File: src/rtl/lif_post_neuron.sv
// Leaky integrate-and-fire postsynaptic neuron: sums weighted presynaptic spikes,
// applies shift leak, fires a one-cycle pulse on threshold, then goes refractory.
module lif_post_neuron #(
   parameter int NUM_PRE       = 4,
   parameter int W_BITS        = 4,
   parameter int V_BITS        = 8,
   parameter int THRESHOLD     = 32,
   parameter int LEAK_SHIFT    = 3,
   parameter int REFRAC_CYCLES = 4,
   parameter int V_RESET       = 0
) (
   input  logic                      clk,
   input  logic                      rst_n,
   input  logic                      en,
   input  logic [NUM_PRE-1:0]        pre_spike,
   input  logic [NUM_PRE*W_BITS-1:0] weight,
   output logic                      post_spike,
   output logic [V_BITS-1:0]         membrane,
   output logic                      refractory,
   output logic [7:0]                spike_count
);

   localparam int SUM_W = V_BITS + 2;

   typedef enum logic [0:0] {
      INTEGRATE = 1'b0,
      REFRACT   = 1'b1
   } state_t;

   state_t              state_r;
   logic [V_BITS-1:0]   membrane_r;
   logic                post_spike_r;
   logic                refractory_r;
   logic [7:0]          spike_count_r;
   logic [3:0]          refrac_cnt_r;

   logic [SUM_W-1:0]    syn_s;
   logic [SUM_W-1:0]    leak_s;
   logic [SUM_W-1:0]    v_raw_s;
   logic [V_BITS-1:0]   v_next_s;
   logic                fire_s;

   // Next membrane value: synaptic sum, leak, clamp at full scale.
   always_comb begin
      syn_s = '0;
      for (int i = 0; i < NUM_PRE; i++) begin
         // Input 0 occupies the most significant weight nibble.
         syn_s = syn_s + (pre_spike[i] ? SUM_W'(weight[(NUM_PRE-1-i)*W_BITS +: W_BITS])
                                       : {SUM_W{1'b0}});
      end
      leak_s  = SUM_W'(membrane_r >> LEAK_SHIFT);
      v_raw_s = SUM_W'(membrane_r) - leak_s + syn_s;
      if (v_raw_s > SUM_W'((2 ** V_BITS) - 1)) begin
         v_next_s = '1;
      end else begin
         v_next_s = v_raw_s[V_BITS-1:0];
      end
      fire_s = (v_next_s >= V_BITS'(THRESHOLD));
   end

   // Neuron state machine with registered outputs; everything holds while en is low.
   always_ff @(posedge clk or negedge rst_n) begin
      if (!rst_n) begin
         state_r       <= INTEGRATE;
         membrane_r    <= '0;
         post_spike_r  <= 1'b0;
         refractory_r  <= 1'b0;
         spike_count_r <= 8'd0;
         refrac_cnt_r  <= 4'd0;
      end else if (!en) begin
         post_spike_r <= 1'b0;
      end else begin
         case (state_r)
            INTEGRATE: begin
               if (fire_s) begin
                  post_spike_r  <= 1'b1;
                  membrane_r    <= V_BITS'(V_RESET);
                  spike_count_r <= (spike_count_r == 8'hFF) ? 8'hFF : spike_count_r + 8'd1;
                  refrac_cnt_r  <= 4'(REFRAC_CYCLES);
                  state_r       <= REFRACT;
                  refractory_r  <= 1'b1;
               end else begin
                  post_spike_r <= 1'b0;
                  membrane_r   <= v_next_s;
               end
            end
            REFRACT: begin
               post_spike_r <= 1'b0;
               membrane_r   <= V_BITS'(V_RESET);
               if (refrac_cnt_r <= 4'd1) begin
                  refrac_cnt_r <= 4'd0;
                  state_r      <= INTEGRATE;
                  refractory_r <= 1'b0;
               end else begin
                  refrac_cnt_r <= refrac_cnt_r - 4'd1;
               end
            end
            default: begin
               state_r      <= INTEGRATE;
               membrane_r   <= '0;
               post_spike_r <= 1'b0;
               refractory_r <= 1'b0;
               refrac_cnt_r <= 4'd0;
            end
         endcase
      end
   end

   assign post_spike  = post_spike_r;
   assign membrane    = membrane_r;
   assign refractory  = refractory_r;
   assign spike_count = spike_count_r;

endmodule

File: config.mk
export PLATFORM = sky130hd
export DESIGN_NAME = lif_post_neuron
export DESIGN_NICKNAME = d
export VERILOG_FILES = /design/src/rtl/lif_post_neuron.sv
export SDC_FILE = /design/constraint.sdc
export NUM_CORES = 1
export LEC_CHECK = 0
export BUFFER_PORTS_ARGS = -buffer_cell sky130_fd_sc_hd__buf_2
export CAP_MARGIN = 5
export CORE_AREA = 2 2 72 74
export CTS_BUF_LIST = sky130_fd_sc_hd__clkbuf_8 sky130_fd_sc_hd__clkbuf_16
export CTS_CLUSTER_DIAMETER = 30
export DETAILED_ROUTE_END_ITERATION = 7
export DIE_AREA = 0 0 74 76
export PLACE_DENSITY = 0.68
export SLEW_MARGIN = 15
export SYNTH_ARGS = -nofsm -noshare
export SYNTH_HDL_FRONTEND = slang
export SYNTH_SLANG_ARGS = --single-unit
export TNS_END_PERCENT = 5
File: constraint.sdc
create_clock -name clk -period 6.85 [get_ports clk]
set_clock_uncertainty 0.05 [all_clocks]
set_input_delay 1.37 -clock clk [delete_from_list [all_inputs] [get_ports clk]]
set_output_delay 1.37 -clock clk [all_outputs]
set_load 0.01 [all_outputs]
* Word level (Yosys, flattened, before mapping)
Index checks and enable logic that the tools add are counted.
Storage, ports and cells: flip-flop bits (word level) 23, bits in latches 0, bits in writable memories 0, memory bits (read-only) 0, input bits 23, output and inout port bits 18, logic and storage cells 42, memories 0
Cells by class: add/sub/neg operators 7, multiply operators 0, div/mod/pow operators 0, magnitude comparators 3, equal/unequal tests 3, shift-type cells 0, mux-type cells 19, bitwise logic cells 1, reduce and logical (&&, ||, !) cells 3
Operator list (number):
- 4-bit 2-to-1 mux | 6
- 8-bit 2-to-1 mux | 3
- 8-bit one-hot mux with 2 select lines | 1
- 9-bit by 8-bit adder with 10-bit output | 1
- 10-bit by 8-bit > comparator with 1-bit output, second input constant | 1
- 8-bit by 5-bit subtractor with 9-bit output | 1
- 8-bit by 1-bit adder with 8-bit output, second input constant | 1
- 8-bit equality test, second input constant | 1
- 8-bit by 6-bit greater-or-equal comparator with 1-bit output, second input constant | 1
- 4-bit one-hot mux with 2 select lines | 1
- 6-bit by 4-bit adder with 7-bit output | 1
- 5-bit by 4-bit adder with 6-bit output | 1
- 1-bit one-hot mux with 2 select lines | 3
- 3-bit AND reduction | 2
- 4-bit by 4-bit adder with 5-bit output | 1
- 1-bit 2-to-1 mux | 5
- 4-bit by 1-bit <= comparator with 1-bit output, second input constant | 1
- 4-bit by 1-bit subtractor with 4-bit output, second input constant | 1
- 2-bit by 1-bit != test with 1-bit output, second input constant | 1
- 2-bit != test, second input constant | 1
- 2-bit AND reduction | 1
- 1-bit inverter | 1

* Longest topological paths before layout
Gate-level depths: netlist of run 1.
depth after elaboration 11, gate-level depth with buffers 17, mapped depth without buffers 17

* Worst setup path after synthesis of run 1
OpenSTA, ideal clock, no wires.
path type input to register, from input weight[14], to register spike_count_r[2], in the netlist spike_count[2], library setup time 0.128 ns, data arrival time 5.568 ns, data required time 6.672 ns, path slack 1.104 ns, cell stages on the path 15, buffers on the path 0, cell sequence and2_1 fa_1 inv_1 fa_1 inv_1 fa_1 a21o_1 a21o_1 ha_1 o2111ai_1 or3_1 mux2_2 o41ai_4 a21oi_1 mux2_1
Between the ends: cells in the longest elaborated chain, start to end 9
RTL lines:
- start: declaration | line 16 | input logic [NUM_PRE*W_BITS-1:0] weight,
- 4-bit 2-to-1 mux * | line 48 | syn_s = syn_s + (pre_spike[i] ? SUM_W'(weight[(NUM_PRE-1-i)*W_BITS +: W_BITS])
- 4-bit by 4-bit adder with 5-bit output * | line 48
- 5-bit by 4-bit adder with 6-bit output * | line 48
- 6-bit by 4-bit adder with 7-bit output * | line 48
- 9-bit by 8-bit adder with 10-bit output * | line 52 | v_raw_s = SUM_W'(membrane_r) - leak_s + syn_s;
- 10-bit by 8-bit > comparator with 1-bit output | line 53 | if (v_raw_s > SUM_W'((2 ** V_BITS) - 1)) begin
- 8-bit 2-to-1 mux * | line 53
- 8-bit by 6-bit greater-or-equal comparator with 1-bit output * | line 58 | fire_s = (v_next_s >= V_BITS'(THRESHOLD));
- 3-bit AND reduction (no source line) *
- end signal: assignment | line 78 | spike_count_r <= (spike_count_r == 8'hFF) ? 8'hFF : spike_count_r + 8'd1;
- end: declaration | line 34 | logic [7:0] spike_count_r;
Every way passes the cells marked *; elsewhere a longest branch is shown, timed or not. A chain may end at the register's enable or synchronous reset.

* Final worst setup path of run 1
from input pre_spike[0], to register spike_count_r[0], in the netlist spike_count[0]
Between the ends: cells in the longest elaborated chain, start to end 9
RTL lines:
- start: declaration | line 15 | input logic [NUM_PRE-1:0] pre_spike,
- 4-bit 2-to-1 mux * | line 48
- 4-bit by 4-bit adder with 5-bit output * | line 48
- 5-bit by 4-bit adder with 6-bit output * | line 48
- 6-bit by 4-bit adder with 7-bit output * | line 48
- 9-bit by 8-bit adder with 10-bit output * | line 52
- 10-bit by 8-bit > comparator with 1-bit output | line 53
- 8-bit 2-to-1 mux * | line 53
- 8-bit by 6-bit greater-or-equal comparator with 1-bit output * | line 58
- 3-bit AND reduction (no source line) *
Marks and branches as above.

==> metrics, run 1 <==
run status=complete, no violations; grt met3 use=0.0146; min-delay worst type=reg -> reg; Area Growth Syn to Fin=15.7%; Design Area, Final=2430 um2; Final Max Slew Viols=0; gr ovfl total=0; unrepaired setup endpoints after global routing=false; layout cells sized above 1=0.232; Final Power=1.17 mW; Post-Syn Nets=272; syn avg cell area=~9.5 um2; Die Height=~76 um; Core Region=4910 um2; reg-to-reg setup timing slack=2.72 ns; Skew-Pair Late Insertion Delay=approximately 0.26 ns; CTS H-tree depth=1; min-delay src=refractory$_DFFE_PN0P_; Leak Pwr=1.21 nW; most frequent cells in the layout=buf_2 (40), inv_1 (25), nand2_1 (23), dfrtp_1 (23), ha_1 (19); CTS tree=built; RR Startpoint=membrane[3]$_DFFE_PN0P_; GRT Util Overall=0.166; hold bufs inserted after CTS=0; Yosys reg bits=23; post-CTS setup repair buffer count=0; Detailed Routing Iterations Pass 1=4; Synth Cell Area=roughly 2100 um2; commonest non-fill, non-tap cell in the layout=buf_2; CTS Buf Count=3; first-pass GRT wire length=between 7000 and 8000 um; IO Port Bufs=40; via/cell ratio=5.25; CTS Buffer Depth=2; grt met1 use=0.221; largest net degree at the start of global routing=24; placed cell count=between 300 and 400; DRC Markers=0; setup TNS=0 ns; fillers=480; Post-Layout Cell Count=approximately 330; Async S/R FF share, synth=1.00; post-synth top area share=0.274; crit path DAT=5.90 ns; Avg WL per Cell=around 13 um; die area=between 5000 and 6000 um2; Peak VDD IR=0.277 mV; Slew headroom=0.555; synth unique cells=54; met2 Use GR=0.280; Post-Synthesis Cells=220; clk root buf=clkbuf_8; Finish-stage setup viols=0; Slew @ Worst Pin=0.663 ns; fin crit period=between 5 and 6 ns; pwr/cell area=around 480 nW/um2; ANT nets after route=0; # rows=26; CP Launch Point=pre_spike[0]; Reg clk slew, reported paths=0.08 ns; fmax=between 150 and 200 MHz; gp weighted congestion=about 0.9; crit path max fanout=9; Die Width=74 um; CTS sink cnt=23; EDFF count, synth=0; Placed Area=roughly 2400 um2; 1st-iter DRT viols=between 50 and 60; Final Hold Viols=0; via count=1749; Total Wirelength=around 4200 um; Seq/Total Area, Yosys=0.274; Synth area leaders=dfrtp_1 (27%), ha_1 (11%), fa_1 (9.5%); Syn. warnings=0; post-cts resize count=0; Synth Flop Type=dfrtp_1; DPL Wire Length=between 3000 and 4000 um; Initial Util=0.428; io pins=between 40 and 50; Setup crit start kind=input pin; area leader, netlist=dfrtp_1; critical path endpoint category=flip-flop; Final Net Count=between 300 and 400; initial antenna violation count=0; vias in the first global route=~1800; Most Used Layer, Global Route=met2; Final period util=0.846; critical path class=in -> reg; Worst EP required=6.95 ns; Max-cap violations=0; ant diodes=0
-- final timing paths --
path | cells after the start | to
worst max-delay path | 16 | spike_count[0]$_DFFE_PN0P_
min in group asynchronous | 1 | spike_count[1]$_DFFE_PN0P_
worst max register to register | 14 | spike_count[0]$_DFFE_PN0P_
worst min register to register | 1 | refractory$_DFFE_PN0P_
max in group asynchronous | 1 | membrane[4]$_DFFE_PN0P_
worst min-delay path | 1 | refractory$_DFFE_PN0P_
-- metal layers --
layer  vias to the layer above  wire (um)
li1                        867          -
met1                       852       1950
met2                        23       2100
met3                         7        100
met4                         0         72
met5                         -          0
-- stage by stage --
step,worst slack (ns),hold slack (ns),util
after detailed placement,0.734,0.420,0.485
after floorplan,1.10,0.458,-
after global placement,0.787,0.416,0.485
after global routing,0.765,0.470,0.495
final,1.05,0.434,0.495
after CTS,1.02,0.444,0.495
-- cell usage after synthesis, types with 4 or more instances --
library cell / n
ha_1: 19
a21oi_1: 12
nand2_1: 23
mux2_1: 4
a21o_1: 6
xnor2_1: 5
and2_1: 8
inv_1: 25
nand3_1: 10
mux2i_1: 4
fa_1: 10
nor2_1: 10
nor3_1: 5
o221a_1: 5
dfrtp_1: 23
-- cell type report --
cell class	count	area (um2)	area share
well taps	70	87.6	0.0360
clock inverters	1	5.00	0.00206
multi-input cells	171	1430	0.587
clock buffers	3	41.3	0.0170
repair buffers	40	200	0.0823
inverters	25	93.8	0.0386
flip-flops and latches	23	576	0.237
-- cells by family after synthesis --
logic type / share of synthesized area
and+or+nand+nor: 0.174
xor gates and xnor gates: 0.0488
AOI/OAI and AO/OA: 0.188
buffers and inverters: 0.0465
adders and majority gates: 0.208
DFF: 0.274
muxes: 0.0602
-- power breakdown --
part / internal [mW] / leakage [nW] / total [mW] / switching, mW
clock network: 0.0406 / 0.0255 / 0.0830 / 0.0425
logic: 0.373 / 0.903 / 0.849 / 0.475
registers: 0.184 / 0.282 / 0.236 / 0.0519
-- worst max-delay path: stages --
cell and delay (ns):
buf_2 0.12, and2_1 0.15, fa_1 0.53, inv_1 0.06, fa_1 0.53, inv_1 0.06, fa_1 0.45, a21o_1 0.19
a21o_1 0.17, ha_1 0.38, o2111ai_1 0.15, or3_1 0.31, mux2_2 0.29, o41ai_4 0.63, a21oi_4 0.17, mux2_4 0.32
-- state kept, by name, indices dropped and copies added, names as in the netlist --
name,cells
membrane,8
refractory,1
post_spike,1
spike_count,8
refrac_cnt_r,4
state_r,1
Power figures use the tool's default switching activity.
==> inputs of run 2 (changes only) <==
- clock period: 6.85 -> 5.4 ns (I/O delays scaled with it)
==> metrics, run 2 (same netlist as run 1, synthesis figures left out) <==
run status=complete, no violations (unchanged); crit-path most repeated cell=fa_1 (unchanged); critical path endpoint category=flip-flop (unchanged); Die Width=74 um (unchanged); Final Max Slew Viols=0 (unchanged); post-CTS setup repair buffer count=0 (unchanged); Skew-Pair Late Insertion Delay=0.26 ns (about the same); CTS sink cnt=23 (unchanged); Initial Util=0.428 (unchanged); fillers=471 (was 480); GRT Util Overall=0.169 (was 0.166); crit path max fanout=9 (unchanged); CTS Buf Count=3 (unchanged); ANT nets after route=0 (unchanged); register area=576 um2 (unchanged); via count=1778 (was 1749); CTS H-tree depth=1 (unchanged); Final Power=1.59 mW (was 1.17 mW); hold bufs inserted after CTS=0 (unchanged); Reg clk slew, reported paths=0.08 ns (about the same); Total Wirelength=4310 um (was 4220 um); Slew @ Worst Pin=0.654 ns (was 0.663 ns); Multi-input gate area=1440 um2 (was 1430 um2); IO Port Bufs=40 (unchanged); gr ovfl total=0 (unchanged); largest net degree at the start of global routing=24 (unchanged); CP Launch Point=pre_spike[0] (unchanged); RR Startpoint=membrane[3]$_DFFE_PN0P_ (unchanged); Slew headroom=0.561 (was 0.555); placed cell count=339 (was 329); Avg WL per Cell=12.6 um (was 12.7 um); Leak Pwr=1.25 nW (was 1.21 nW); Max-cap violations=0 (unchanged); DRC Markers=0 (unchanged); fin crit period=around 5.2 ns; gp weighted congestion=0.794 (was 0.878); layout cells sized above 1=0.264 (was 0.232); # rows=26 (unchanged); CP max stage cell=fa_1 (was o41ai_4); Critical Path Sink=spike_count[2]$_DFFE_PN0P_ (was spike_count[0]$_DFFE_PN0P_); DPL Wire Length=3610 um (was 3450 um); Setup crit start kind=input pin (unchanged); Post-Layout Cell Count=343 (was 333); min-delay worst type=reg -> reg (unchanged); crit path DAT=5.29 ns (was 5.90 ns); Die Height=76 um (unchanged); first-pass GRT wire length=7880 um (was 7750 um); commonest non-fill, non-tap cell in the layout=buf_2 (unchanged); reg-to-reg setup timing slack=1.52 ns (was 2.72 ns); initial antenna violation count=0 (unchanged); Core Region=4910 um2 (unchanged); Final period util=0.961; Crit. path cell count=16 (unchanged); crit path buf inv count=2 (was 3); clk root buf=clkbuf_8 (unchanged); io pins=41 (unchanged); post-layout util=0.513 (was 0.495); setup TNS=0 ns (unchanged); Final Hold Viols=0 (unchanged); Area Growth Syn to Fin=20.0% (was 15.7%); Detailed Routing Iterations Pass 1=4 (unchanged); 1st-iter DRT viols=60 (was 53); Peak VDD IR=0.416 mV (was 0.277 mV); ant diodes=0 (unchanged); CTS Buffer Depth=2 (unchanged); Worst path max stage delay=0.50 ns (was 0.63 ns); post-cts resize count=0 (unchanged); unrepaired setup endpoints after global routing=false (unchanged); fmax=around 190 MHz; Finish-stage setup viols=0 (unchanged); delay-heaviest family, CP=adder cells (unchanged); via/cell ratio=5.18 (was 5.25); pwr/cell area=629 nW/um2 (was 480 nW/um2); Reg2Reg Depth=15 (was 14); Worst EP required=5.50 ns (was 6.95 ns); most frequent cells in the layout=buf_2 (40), inv_1 (25), nand2_1 (23), dfrtp_1 (23), ha_1 (18) (was buf_2 (40), inv_1 (25), nand2_1 (23), dfrtp_1 (23), ha_1 (19)); Final Net Count=326 (was 316); cell chain of the critical path=buf_2 -> and2_1 -> fa_1 -> fa_1 -> ha_1 -> fa_1 -> a21o_1 -> a21o_1 -> ha_4 -> o2111ai_1 -> or3_1 -> mux2_2 -> o41ai_4 -> buf_4 -> a21oi_1 -> mux2_1 (was buf_2 -> and2_1 -> fa_1 -> inv_1 -> fa_1 -> inv_1 -> fa_1 -> a21o_1 -> a21o_1 -> ha_1 -> o2111ai_1 -> or3_1 -> mux2_2 -> o41ai_4 -> a21oi_4 -> mux2_4); Worst R2R End=spike_count[2]$_DFFE_PN0P_ (was spike_count[0]$_DFFE_PN0P_); die area=5620 um2 (unchanged); vias in the first global route=1843 (was 1782); critical path class=in -> reg (unchanged); CTS tree=built (unchanged)
==> run 2: power by group <==
part           leakage, nW  total (mW)  switching, mW  internal (mW)
registers            0.282       0.300         0.0666          0.233
clock network       0.0217       0.109         0.0566         0.0522
logic                0.951        1.18          0.619          0.559
==> run 2: layout make-up <==
class | instances | share of cell area
clock buffer | 3 | 0.0164
clock inverter | 1 | 0.00298
inverter | 25 | 0.0372
multi-input combinational | 171 | 0.571
sequential | 23 | 0.228
tap | 70 | 0.0347
timing repair buffer | 50 | 0.109
==> run 2: how the worst min path moves through the flow <==
stage / from / to / slack, ns / depth (start not counted)
finish: refractory$_DFFE_PN0P_ / refractory$_DFFE_PN0P_ / 0.45 / 1
global placement: refractory$_DFFE_PN0P_ / refractory$_DFFE_PN0P_ / 0.41 / 1
detailed placement: refractory$_DFFE_PN0P_ / refractory$_DFFE_PN0P_ / 0.44 / 1
global route: refractory$_DFFE_PN0P_ / refractory$_DFFE_PN0P_ / 0.48 / 1
CTS: refractory$_DFFE_PN0P_ / refractory$_DFFE_PN0P_ / 0.47 / 1
floorplan: refrac_cnt_r[2]$_DFFE_PN0P_ / refrac_cnt_r[2]$_DFFE_PN0P_ / 0.46 / 1
==> run 2: metal layers <==
layer,up-vias,track usage,part of all wire
met5,-,0,0
li1,884,-,-
met2,25,0.296,0.51
met4,0,0.0564,0.018
met1,862,0.213,0.45
met3,7,0.0146,0.022
==> run 2: through the flow <==
stage | hold WS, ns | worst slack [ns] | cell area [um2]
6_report | 0.453 | 0.209 | 2520
2_1_floorplan | 0.458 | 0.0563 | 2110
3_5_place_dp | 0.439 | -0.0849 | 2470
5_1_grt | 0.477 | 0.0594 | 2520
3_3_place_gp | 0.407 | -0.0231 | 2470
4_1_cts | 0.467 | 0.187 | 2520
==> run 2: worst reg2reg max path, stage by stage (launching register included) <==
cell and delay [ns]:
dfrtp_1 0.47, ha_1 0.24, inv_1 0.06, fa_1 0.41
a21oi_1 0.22, nor2b_1 0.07, nor3_1 0.18, a21oi_1 0.08
ha_1 0.30, o2111ai_1 0.14, or3_1 0.33, mux2_2 0.29
o41ai_4 0.27, buf_4 0.21, a21oi_1 0.09, mux2_1 0.33
